`config.mk`:
```
export PLATFORM = sky130hd
export DESIGN_NAME = eq_pipe_sched
export DESIGN_NICKNAME = d
export VERILOG_FILES = /design/src/rtl/eq_sched_pkg.sv /design/src/rtl/rr_arbiter.sv /design/src/rtl/eq_pipe_sched.sv
export SDC_FILE = /design/constraint.sdc
export NUM_CORES = 1
export LEC_CHECK = 0
export ABC_AREA = 0
export CAP_MARGIN = 20
export CELL_PAD_IN_SITES_DETAIL_PLACEMENT = 0
export CELL_PAD_IN_SITES_GLOBAL_PLACEMENT = 1
export CORE_MARGIN = 5
export CORE_UTILIZATION = 20
export DETAILED_ROUTE_END_ITERATION = 8
export GPL_ROUTABILITY_DRIVEN = 1
export PLACE_DENSITY_LB_ADDON = 0.1
export SLEW_MARGIN = 20
export SYNTH_ARGS = -nofsm -noshare
export SYNTH_HDL_FRONTEND = slang
export SYNTH_SLANG_ARGS = --single-unit
```
`constraint.sdc`:
```
create_clock -name clk -period 4.4 [get_ports clk]
set_clock_uncertainty 0.05 [all_clocks]
set_input_delay 0.66 -clock clk [delete_from_list [all_inputs] [get_ports clk]]
set_output_delay 0.66 -clock clk [all_outputs]
set_load 0.02 [all_outputs]
```
`src/rtl/eq_sched_pkg.sv`:
```
// Shared sizing and tag type for the equation-pipeline scheduler.
package eq_sched_pkg;

    localparam int unsigned NREQ = 4;
    localparam int unsigned LAT  = 3;
    localparam int unsigned DW   = 8;
    localparam int unsigned EW   = 16;
    localparam int unsigned IDW  = $clog2(NREQ);
    localparam int unsigned CW   = $clog2(LAT + 1);

    // One shadow-pipeline entry: occupancy flag plus originating requester.
    typedef struct packed {
        logic           vld;
        logic [IDW-1:0] id;
    } tag_t;

endpackage

```
`src/rtl/rr_arbiter.sv`:
```
// Round-robin arbiter: search starts at ptr, pointer advances past the winner on accept.
module rr_arbiter #(
    parameter int unsigned NREQ = 4
) (
    input  logic                     clk,
    input  logic                     rst,
    input  logic [NREQ-1:0]          req,
    input  logic                     enable,
    output logic [NREQ-1:0]          grant,
    output logic [$clog2(NREQ)-1:0]  grant_id,
    output logic                     grant_valid
);

    localparam int unsigned IDW = $clog2(NREQ);

    logic [IDW-1:0] ptr_q, ptr_d;
    logic [IDW-1:0] idx;

    function automatic logic [IDW-1:0] wrap_add(input logic [IDW-1:0] base,
                                                input int unsigned off);
        return IDW'((32'(base) + off) % NREQ);
    endfunction

    // Pick the first requesting index at or after ptr, wrapping modulo NREQ.
    always_comb begin
        grant       = '0;
        grant_id    = '0;
        grant_valid = 1'b0;
        idx         = '0;
        for (int unsigned k = 0; k < NREQ; k++) begin
            idx = wrap_add(ptr_q, k);
            if (!grant_valid && req[idx]) begin
                grant_valid = 1'b1;
                grant_id    = idx;
            end
        end
        if (grant_valid) begin
            grant[grant_id] = 1'b1;
        end
    end

    // Pointer moves only when the grant is actually consumed.
    always_comb begin
        ptr_d = ptr_q;
        if (enable && grant_valid) begin
            ptr_d = wrap_add(grant_id, 1);
        end
    end

    // Pointer register.
    always_ff @(posedge clk) begin
        if (rst) begin
            ptr_q <= '0;
        end else begin
            ptr_q <= ptr_d;
        end
    end

endmodule

```
`src/rtl/eq_pipe_sched.sv`:
```
// Shares one fixed-latency equation datapath between NREQ requesters and tags each
// result with its originating requester. Sizing comes from eq_sched_pkg.
module eq_pipe_sched
    import eq_sched_pkg::*;
(
    input  logic                clk,
    input  logic                rst,
    input  logic [NREQ-1:0]     req_valid,
    output logic [NREQ-1:0]     req_ready,
    input  logic [NREQ*DW-1:0]  req_a,
    input  logic [NREQ*DW-1:0]  req_b,
    input  logic [NREQ*DW-1:0]  req_c,
    output logic [DW-1:0]       op_a,
    output logic [DW-1:0]       op_b,
    output logic [DW-1:0]       op_c,
    output logic                pipe_en,
    input  logic [EW-1:0]       pipe_e,
    output logic                rsp_valid,
    input  logic                rsp_ready,
    output logic [IDW-1:0]      rsp_id,
    output logic [EW-1:0]       rsp_e,
    output logic [CW-1:0]       inflight
);

    logic [NREQ-1:0] grant;
    logic [IDW-1:0]  grant_id;
    logic            grant_valid;
    logic            accept;
    logic            rsp_fire;
    tag_t            tags_q [LAT];
    logic [CW-1:0]   inflight_q, inflight_d;

    // A waiting result freezes the whole pipe, so no skid storage is needed.
    assign pipe_en  = !(rsp_valid && !rsp_ready);
    assign accept   = pipe_en && grant_valid;
    assign rsp_fire = rsp_valid && rsp_ready;

    rr_arbiter #(
        .NREQ (NREQ)
    ) u_arb (
        .clk         (clk),
        .rst         (rst),
        .req         (req_valid),
        .enable      (pipe_en),
        .grant       (grant),
        .grant_id    (grant_id),
        .grant_valid (grant_valid)
    );

    // grant is already zero without a winner, so gating by pipe_en suffices.
    assign req_ready = pipe_en ? grant : '0;

    // Route the winner's operands to the datapath; zeros when nobody is granted.
    always_comb begin
        op_a = '0;
        op_b = '0;
        op_c = '0;
        if (grant_valid) begin
            op_a = req_a[32'(grant_id)*DW +: DW];
            op_b = req_b[32'(grant_id)*DW +: DW];
            op_c = req_c[32'(grant_id)*DW +: DW];
        end
    end

    // Shadow tag pipeline advancing in lockstep with the datapath stages.
    always_ff @(posedge clk) begin
        if (rst) begin
            for (int unsigned k = 0; k < LAT; k++) begin
                tags_q[k] <= '0;
            end
        end else if (pipe_en) begin
            tags_q[0] <= '{vld: accept, id: grant_id};
            for (int unsigned k = 1; k < LAT; k++) begin
                tags_q[k] <= tags_q[k-1];
            end
        end
    end

    assign rsp_valid = tags_q[LAT-1].vld;
    assign rsp_id    = tags_q[LAT-1].id;
    assign rsp_e     = pipe_e;

    // Occupancy: stalls imply neither accept nor response, so it holds for free.
    always_comb begin
        inflight_d = inflight_q;
        case ({accept, rsp_fire})
            2'b10:   inflight_d = inflight_q + CW'(1);
            2'b01:   inflight_d = inflight_q - CW'(1);
            default: inflight_d = inflight_q;
        endcase
    end

    // Occupancy register.
    always_ff @(posedge clk) begin
        if (rst) begin
            inflight_q <= '0;
        end else begin
            inflight_q <= inflight_d;
        end
    end

    assign inflight = inflight_q;

endmodule
```
==> results_dict.tcl, run 1 <==
set metrics [dict create \
    run_status "finished, final reports clean" \
    max_freq_mhz 257 \
    async_flop_share_pct 0 \
    slew_viol_final 0 \
    fin_cells 382 \
    cp.required_ps 3690 \
    tns_ps 0 \
    r2r-start "tags_q[0][8]" \
    place_hpwl_um 5190 \
    synth_top_area_share_pct 31.1 \
    nNetsFinal 401 \
    utilization_pct 37.7 \
    cts_buffers 3 \
    core_area_sq_um 7650 \
    cts_hold_buf 0 \
    p_int_uw 542 \
    fin_hold_ws_ps 436 \
    clkPwrFrac_pct 12.0 \
    fp.dieH_um 97.9 \
    yosys-top-cells-area "mux2i_1 31%, edfxtp_1 17%, o22ai_1 10%, buf_4 9.2%, dfxtp_1 5.2%" \
    grt_max_degree 38 \
    start_util_pct 20.2 \
    grt.total_usage_pct 12.4 \
    tritoncts "done" \
    rrSetupSlack_ps 2430 \
    vdd_ir_drop_max_mv 0.102 \
    netSwitchingPower_uw 350 \
    first_pass_iters 4 \
    gp_congestion 0.737 \
    grtUsageMet1_pct 13.3 \
    setup_viol 0 \
    placed_cell_area_sq_um 2840 \
    rr_endpoint "inflight[1]" \
    drt_iter0_drc 13 \
    holdCritStartpoint "inflight[1]" \
    use_met2_pct 21.7 \
    cts_resized 0 \
    drt-total-wl_um 6240 \
    path_max_fanout 37 \
    pwr-share-comb_pct 70.1 \
    numPortBuffers 136 \
    synthTopCellsByCount "48 x mux2i_1, 25 x o22ai_1, 19 x buf_4, 9 x edfxtp_1, 9 x nor2_1" \
    max_slew.worst_pin.slew_ps 582 \
    worstSetupPathType "primary input to output port" \
    cp-end-kind "output port" \
    rr_worst_depth 6 \
    avgSynthCellArea_sq_um 9.43 \
    clk_latency_ps 240 \
    synthDistinctLibCells 32 \
    grt_pass1_vias 1902 \
    synth-edff-count 9 \
    syn_nets 284 \
    postCtsSetupBuffers 0 \
    stdcell_area_sq_um 2890 \
    pwr_density_cell_nw_per_um2 309 \
    fin_crit_ps 3890 \
    yosys_register_bits 13 \
    hold_path_end "inflight[1]" \
    ios 169 \
    yosys_warnings 0 \
    grt_pass1_wl_um 9670 \
    placed_cells 378 \
    yosysMostFrequentCell "mux2i_1" \
    antenna_found_initial 0 \
    relSlewSlack_pct 61.2 \
    wl_per_cell_um 16.3 \
    drc 0 \
    ant_nets 0 \
    clk_pin_slew_ps 60 \
    start_kind "primary input" \
    drive_above_1_share_pct 4.64 \
    avgViaCountPerCell 4.33 \
    rsz0062_at_grt "false" \
    grt_overflow 0 \
    synthCells 164 \
    cts.sinks 13 \
    met3_usage_pct 7.29 \
    maxCapViolations 0 \
    area_growth_pct 86.7 \
    rows 32 \
    hold_viol_final 0 \
    holdPathStages 2 \
    root_buffer "clkbuf_8" \
    top_usage_layer "met2" \
    p_sw_share_pct 39.2 \
    fp.dieArea_sq_um 9590 \
    hp-class "register to register" \
    synth_flop_cell "edfxtp_1" \
    p_seq_share_pct 17.8 \
    syn_area_sq_um 1550 \
    cts_buffer_depth 2 \
    via_count 1654 \
    ys_seq_area_share_pct 22.7 \
    htreeDepth 1 \
    period_share_pct 88.4 \
    die_w_um 97.9 \
    antennaDiodeCount 0 \
    p_leak_uw 0.00126 \
    crit_arrival_ps 3180 \
    yosys.area.top_type "mux2i_1" \
]
## worst max path at each step
| stage | start | endpoint | slack [ps] | cells after the start |
|---|---|---|---|---|
| final | req_valid[3] | op_a[0] | 510 | 8 |
| after global routing | req_valid[3] | op_a[5] | 300 | 8 |
| after CTS | req_valid[3] | op_c[4] | 480 | 8 |
| after detailed placement | req_valid[3] | req_ready[1] | 490 | 8 |
| after global placement | req_valid[1] | op_c[4] | 490 | 8 |
| after floorplan | req_valid[2] | op_a[0] | 1830 | 7 |
## state kept, by name, summed over array words and instances, names as in the netlist
name and cells:
u_arb.ptr_q 2, inflight 2, tags_q 9
## through the flow
step	worst slack [ps]	total power, uW
after floorplan	1830	551
after global placement	488	801
after detailed placement	495	794
after CTS	478	909
after global routing	305	955
final	510	892
## logic make-up (layout without fill, tap and decap cells)
group / Yosys count / count (layout) / share of synthesized area [%]
adders and majority gates: 1 / 1 / 0.809
AOI/OAI and AO/OA: 34 / 34 / 14.9
muxes: 48 / 48 / 31.1
buffers and inverters: 32 / 148 / 17.3
and+or+nand+nor: 33 / 33 / 11.6
DFF: 13 / 13 / 22.7
xor gates and xnor gates: 3 / 3 / 1.70
## layer usage
metal / up-vias / share of wire [%]
met5: - / 0
met4: 0 / 0.34
met3: 2 / 14
met2: 88 / 49
met1: 737 / 37
li1: 827 / -
## placed cells by master (no fill, tap or decap), drive strengths merged
cell type	netlist	routed
or3	1	1
nor4	1	1
nand2	4	4
nor2b	7	7
nor3	1	1
buf	26	5
and3	7	7
and2	1	1
o21ai	3	3
edfxtp	9	9
nor3b	1	1
xnor2	2	2
dfxtp	4	4
inv	3	3
nor2	9	9
a211oi	1	1
o22ai	25	25
o32ai	1	1
xor2	1	1
clkdlybuf4s50	0	136
mux2i	48	48
a21boi	1	1
a21oi	1	1
nand2b	1	1
o211a	1	1
ha	1	1
a21o	1	1
clkbuf	3	4
## critical path, stage by stage
cell and delay [ps]:
clkdlybuf4s50_1 660, nor2b_1 80, nor3b_1 310, o22ai_4 110, buf_4 320, mux2i_1 180, o22ai_1 180, clkdlybuf4s50_1 650
## power by group through the flow
| stage | clock network, uW | registers [uW] | logic (uW) |
|---|---|---|---|
| after detailed placement | 0 | 162 | 632 |
| after global placement | 0 | 162 | 639 |
| after CTS | 112 | 159 | 638 |
| final | 107 | 159 | 626 |
| after global routing | 119 | 162 | 674 |
| after floorplan | 0 | 163 | 388 |
## area by class of cell
| class | count | area, sq um |
|---|---|---|
| Timing Repair Buffer | 141 | 1400 |
| Clock buffer | 4 | 45.0 |
| Fill cell | 771 | 4760 |
| Tap cell | 102 | 128 |
| Multi-Input combinational cell | 119 | 953 |
| Inverter | 3 | 11.3 |
| Sequential cell | 13 | 350 |
(Power assumes the default switching activity.)
==> run 2: changes to the inputs <==
--- a/config.mk
+++ b/config.mk
@@ -7,14 +7,12 @@
 export LEC_CHECK = 0
 export ABC_AREA = 0
 export CAP_MARGIN = 20
-export CELL_PAD_IN_SITES_DETAIL_PLACEMENT = 0
-export CELL_PAD_IN_SITES_GLOBAL_PLACEMENT = 1
 export CORE_MARGIN = 5
-export CORE_UTILIZATION = 20
+export CORE_UTILIZATION = 31
 export DETAILED_ROUTE_END_ITERATION = 8
 export GPL_ROUTABILITY_DRIVEN = 1
-export PLACE_DENSITY_LB_ADDON = 0.1
-export SLEW_MARGIN = 20
+export HOLD_SLACK_MARGIN = 0.1
+export PLACE_DENSITY = 0.88
 export SYNTH_ARGS = -nofsm -noshare
 export SYNTH_HDL_FRONTEND = slang
 export SYNTH_SLANG_ARGS = --single-unit
==> run 2 against run 1 <==
Net effect: sequential power barely moved; highest routed layer unchanged; core utilization rose by 22 points; combinational power barely moved; largest power group unchanged; die area fell by 32%; clock power barely moved; via count rose by 1.1%; sequential cell count did not move; setup slack got worse by 140 ps; worst hold slack got worse by 1.5 ps; sequential share of layout area rose by 0.20 points; wire length fell by 6.2%.
==> results_dict.tcl, run 2 (same netlist as run 1, synthesis figures left out) <==
set metrics [dict create \
    htreeDepth 1 \
    start_kind "primary input" \
    grt_pass1_vias 1687 \
    rows 25 \
    fp.dieH_um 80.6 \
    cp-end-kind "output port" \
    fp.dieArea_sq_um 6500 \
    largest_reg_flops 9 \
    place_hpwl_um 4940 \
    cts_buffers 3 \
    tns_ps 0 \
    antenna_found_initial 0 \
    crit_arrival_ps 3320 \
    cp_common_cell "clkdlybuf4s50_1" \
    worstSetupPathType "primary input to output port" \
    die_w_um 80.6 \
    path_max_fanout 40 \
    largest-register "tags_q" \
    layout_commonest_cell "clkdlybuf4s50_1" \
    cts_resized 0 \
    hold_viol_final 0 \
    drt-total-wl_um 5850 \
    placed_cells 341 \
    run_status "finished, final reports clean" \
    postCtsSetupBuffers 0 \
    wl_met2_um 3370 \
    drc 0 \
    dr.max_layer_used "met4" \
    vdd_ir_drop_max_mv 0.167 \
    most-common-layout-cells "136 x clkdlybuf4s50_1, 48 x mux2i_1, 24 x o22ai_1" \
    first_pass_iters 4 \
    grt.total_usage_pct 16.1 \
    fin_cells 345 \
    drt_iter0_drc 60 \
    design_power_total_uw 888 \
    via_count 1673 \
    fin_crit_ps 4030 \
    cts_hold_buf 0 \
    ant_nets 0 \
    rsz0062_at_grt "false" \
    fin_hold_ws_ps 434 \
    antennaDiodeCount 0 \
    clk_pin_slew_ps 60 \
    wl_met1_um 1960 \
    max_stage_delay_ps 640 \
    tritoncts "done" \
    wl_per_cell_um 17.0 \
    slowest_stage "clkdlybuf4s50_1" \
    setup_viol 0 \
    core_area_sq_um 4790 \
    pwr_density_cell_nw_per_um2 313 \
    cts.sinks 13 \
    nNetsFinal 399 \
    crit_chain "clkdlybuf4s50_1, nor2b_1, nor3_1, o22ai_4, buf_12, mux2i_1, o22ai_1, clkdlybuf4s50_1" \
    crit_family "buffers and inverters" \
    max_slew.worst_pin.slew_ps 647 \
    gp_congestion 0.827 \
    clk_latency_ps 240 \
    critPathBufInv 3 \
    area_growth_pct 83.7 \
    avgViaCountPerCell 4.85 \
    grt_overflow 0 \
    numPortBuffers 136 \
    hp-class "register to register" \
    grt_pass1_wl_um 8160 \
    wl_met3_um 479 \
    cts_buffer_depth 2 \
    relSlewSlack_pct 56.9 \
    period_share_pct 91.5 \
    p_leak_uw 0.00125 \
    ios 169 \
    root_buffer "clkbuf_8" \
    cp.required_ps 3690 \
    utilization_pct 59.3 \
    start_util_pct 32.3 \
    maxCapViolations 0 \
    grt_max_degree 41 \
    drive_above_1_share_pct 3.96 \
    max_freq_mhz 248 \
    slew_viol_final 0 \
]
-- run 2: worst paths after layout --
kind / start / end / slack [ps] / cells after the start
min: inflight[1] / inflight[1] / 430 / 2
min reg2reg: inflight[1] / inflight[1] / 430 / 2
max: req_valid[1] / op_b[3] / 370 / 8
max reg2reg: tags_q[0][8] / inflight[1] / 2400 / 6
-- run 2: routing by layer --
layer	global-route usage (%)	vias to the layer above
li1	-	826
met1	16.4	758
met2	32.5	85
met3	4.48	4
met4	2.70	0
met5	0	-
-- run 2: stage by stage --
stage	area, sq um	setup WS [ps]
final	2840	374
after floorplan	1550	1830
after global placement	2800	437
after detailed placement	2800	385
after global routing	2840	160
after CTS	2840	371
-- run 2: worst min-delay path, stage by stage (launching register included) --
cell	delay (ps)
dfxtp_1	310
o21ai_0	70
a21oi_1	60
-- run 2: power by group --
| group | switching (uW) | internal [uW] |
|---|---|---|
| clock | 40.8 | 63.8 |
| combinational | 293 | 331 |
| sequential | 11.5 | 148 |
-- run 2: cell type report --
class                           count  area [sq um]
Fill cell                         411          1950
Timing Repair Buffer              139          1400
Multi-Input combinational cell    119           953
Sequential cell                    13           350
Tap cell                           67          83.8
Clock buffer                        4          45.0
Inverter                            3          11.3
==> run 3: changes to the inputs <==
==> constraint.sdc (replaced) <==
create_clock -name clk -period 4.65 [get_ports clk]
set_clock_uncertainty 0.05 [all_clocks]
set_input_delay 0.6975 -clock clk [delete_from_list [all_inputs] [get_ports clk]]
set_output_delay 0.6975 -clock clk [all_outputs]
set_load 0.02 [all_outputs]
==> run 3 against run 2 <==
Net effect: die area unchanged; register-to-register slack improved by 220 ps; combinational power fell by 6.6%; critical path depth did not move; wire length increased by 0.24%; count of clock-buffer cells in the layout is the same; sequential power decreased by 5%; first-iteration DRC count fell by 42%; design area down 0.70%; cell count decreased by 0.29%; critical path type unchanged; critical endpoint is now op_c[4]; highest routed layer unchanged.
==> results_dict.tcl, run 3 (same netlist as run 1, synthesis figures left out) <==
set metrics [dict create \
    drt_iter0_drc 35 \
    pwr_density_cell_nw_per_um2 295 \
    drc 0 \
    top_usage_layer "met2" \
    antenna_found_initial 0 \
    max_freq_mhz 238 \
    period_share_pct 90.4 \
    core_area_sq_um 4790 \
    run_status "finished, final reports clean" \
    avgViaCountPerCell 4.86 \
    met3_usage_pct 3.92 \
    grtUsageMet1_pct 16.2 \
    drt-total-wl_um 5870 \
    worstSetupPathType "primary input to output port" \
    start_kind "primary input" \
    rr_endpoint "inflight[1]" \
    htreeDepth 1 \
    slew_viol_final 0 \
    drive_above_1_share_pct 3.61 \
    cts_buffer_depth 2 \
    ios 169 \
    max_slew.worst_pin.slew_ps 842 \
    rr_worst_depth 6 \
    utilization_pct 58.9 \
    regArea_sq_um 350 \
    place_hpwl_um 4900 \
    hold_viol_final 0 \
    area_growth_pct 82.4 \
    vdd_ir_drop_max_mv 0.145 \
    holdCritStartpoint "inflight[1]" \
    tritoncts "done" \
    root_buffer "clkbuf_8" \
    rrSetupSlack_ps 2620 \
    crit_arrival_ps 3460 \
    first_pass_iters 4 \
    r2r-start "tags_q[0][8]" \
    numPortBuffers 136 \
    cts_resized 0 \
    stdcell_area_sq_um 2820 \
    largest_reg_flops 9 \
    setup_viol 0 \
    grt_max_degree 54 \
    fin_hold_ws_ps 439 \
    grt_pass1_vias 1772 \
    cts.sinks 13 \
    gp_congestion 0.817 \
    layout_commonest_cell "clkdlybuf4s50_1" \
    use_met2_pct 33.2 \
    holdPathStages 2 \
    path_max_fanout 53 \
    ant_nets 0 \
    cts_buffers 3 \
    postCtsSetupBuffers 0 \
    grt_pass1_wl_um 8350 \
    tns_ps 0 \
    fill_cells 412 \
    hold_path_end "inflight[1]" \
    wl_per_cell_um 17.1 \
    rows 25 \
    p_leak_uw 0.00124 \
    placed_cell_area_sq_um 2780 \
    grt_overflow 0 \
    clk_pin_slew_ps 50 \
    largest-register "tags_q" \
    hp-class "register to register" \
    cp-end-kind "output port" \
    clk_latency_ps 240 \
    antennaDiodeCount 0 \
    multiInputGateArea_sq_um 953 \
    maxCapViolations 0 \
    fin_cells 344 \
    cts_hold_buf 0 \
    die_w_um 80.6 \
    most-common-layout-cells "136 x clkdlybuf4s50_1, 48 x mux2i_1, 24 x o22ai_1" \
    start_util_pct 32.3 \
    relSlewSlack_pct 43.9 \
    cp.required_ps 3900 \
    nNetsFinal 398 \
    fin_crit_ps 4200 \
    placed_cells 340 \
    fp.dieArea_sq_um 6500 \
    grt.total_usage_pct 16.5 \
    fp.dieH_um 80.6 \
    via_count 1672 \
    rsz0062_at_grt "false" \
]
==> run 3: area by class of cell <==
| class | count | area share (%) |
|---|---|---|
| multi-input combinational | 119 | 33.8 |
| clock buffer | 4 | 1.60 |
| timing repair buffer | 138 | 48.8 |
| sequential | 13 | 12.4 |
| tap | 67 | 2.97 |
| inverter | 3 | 0.399 |
==> run 3: per-stage QoR <==
stage,total power (uW),setup WS [ps]
finish,832,445
global route,881,249
CTS,838,456
detailed placement,738,480
global placement,732,539
floorplan,521,2000
==> run 3: worst max path at each step <==
stage | start | endpoint | slack, ps | cells past startpoint
4_1_cts | req_valid[1] | op_c[4] | 460 | 8
3_3_place_gp | req_valid[1] | op_a[7] | 540 | 8
3_5_place_dp | req_valid[1] | op_c[4] | 480 | 8
5_1_grt | req_valid[1] | op_c[4] | 250 | 8
6_report | req_valid[1] | op_c[4] | 450 | 8
2_1_floorplan | req_valid[2] | op_a[0] | 2000 | 7
==> run 3: metal layers <==
metal	wire [um]	up-vias
met3	423	8
met4	94	0
met5	0	-
li1	-	825
met2	3290	83
met1	2060	756
==> run 3: where the power goes <==
part	switching [uW]	internal (uW)	leakage (uW)
clock	37.8	60.4	0.0000228
sequential	11.1	140	0.000139
combinational	275	308	0.00108
==> run 3: worst max-delay path, cell delays in order <==
cell and delay, ps:
clkdlybuf4s50_1 530, nor2b_1 210, nor3_1 110, o22ai_4 130
buf_4 650, mux2i_1 230, o22ai_1 200, clkdlybuf4s50_1 650
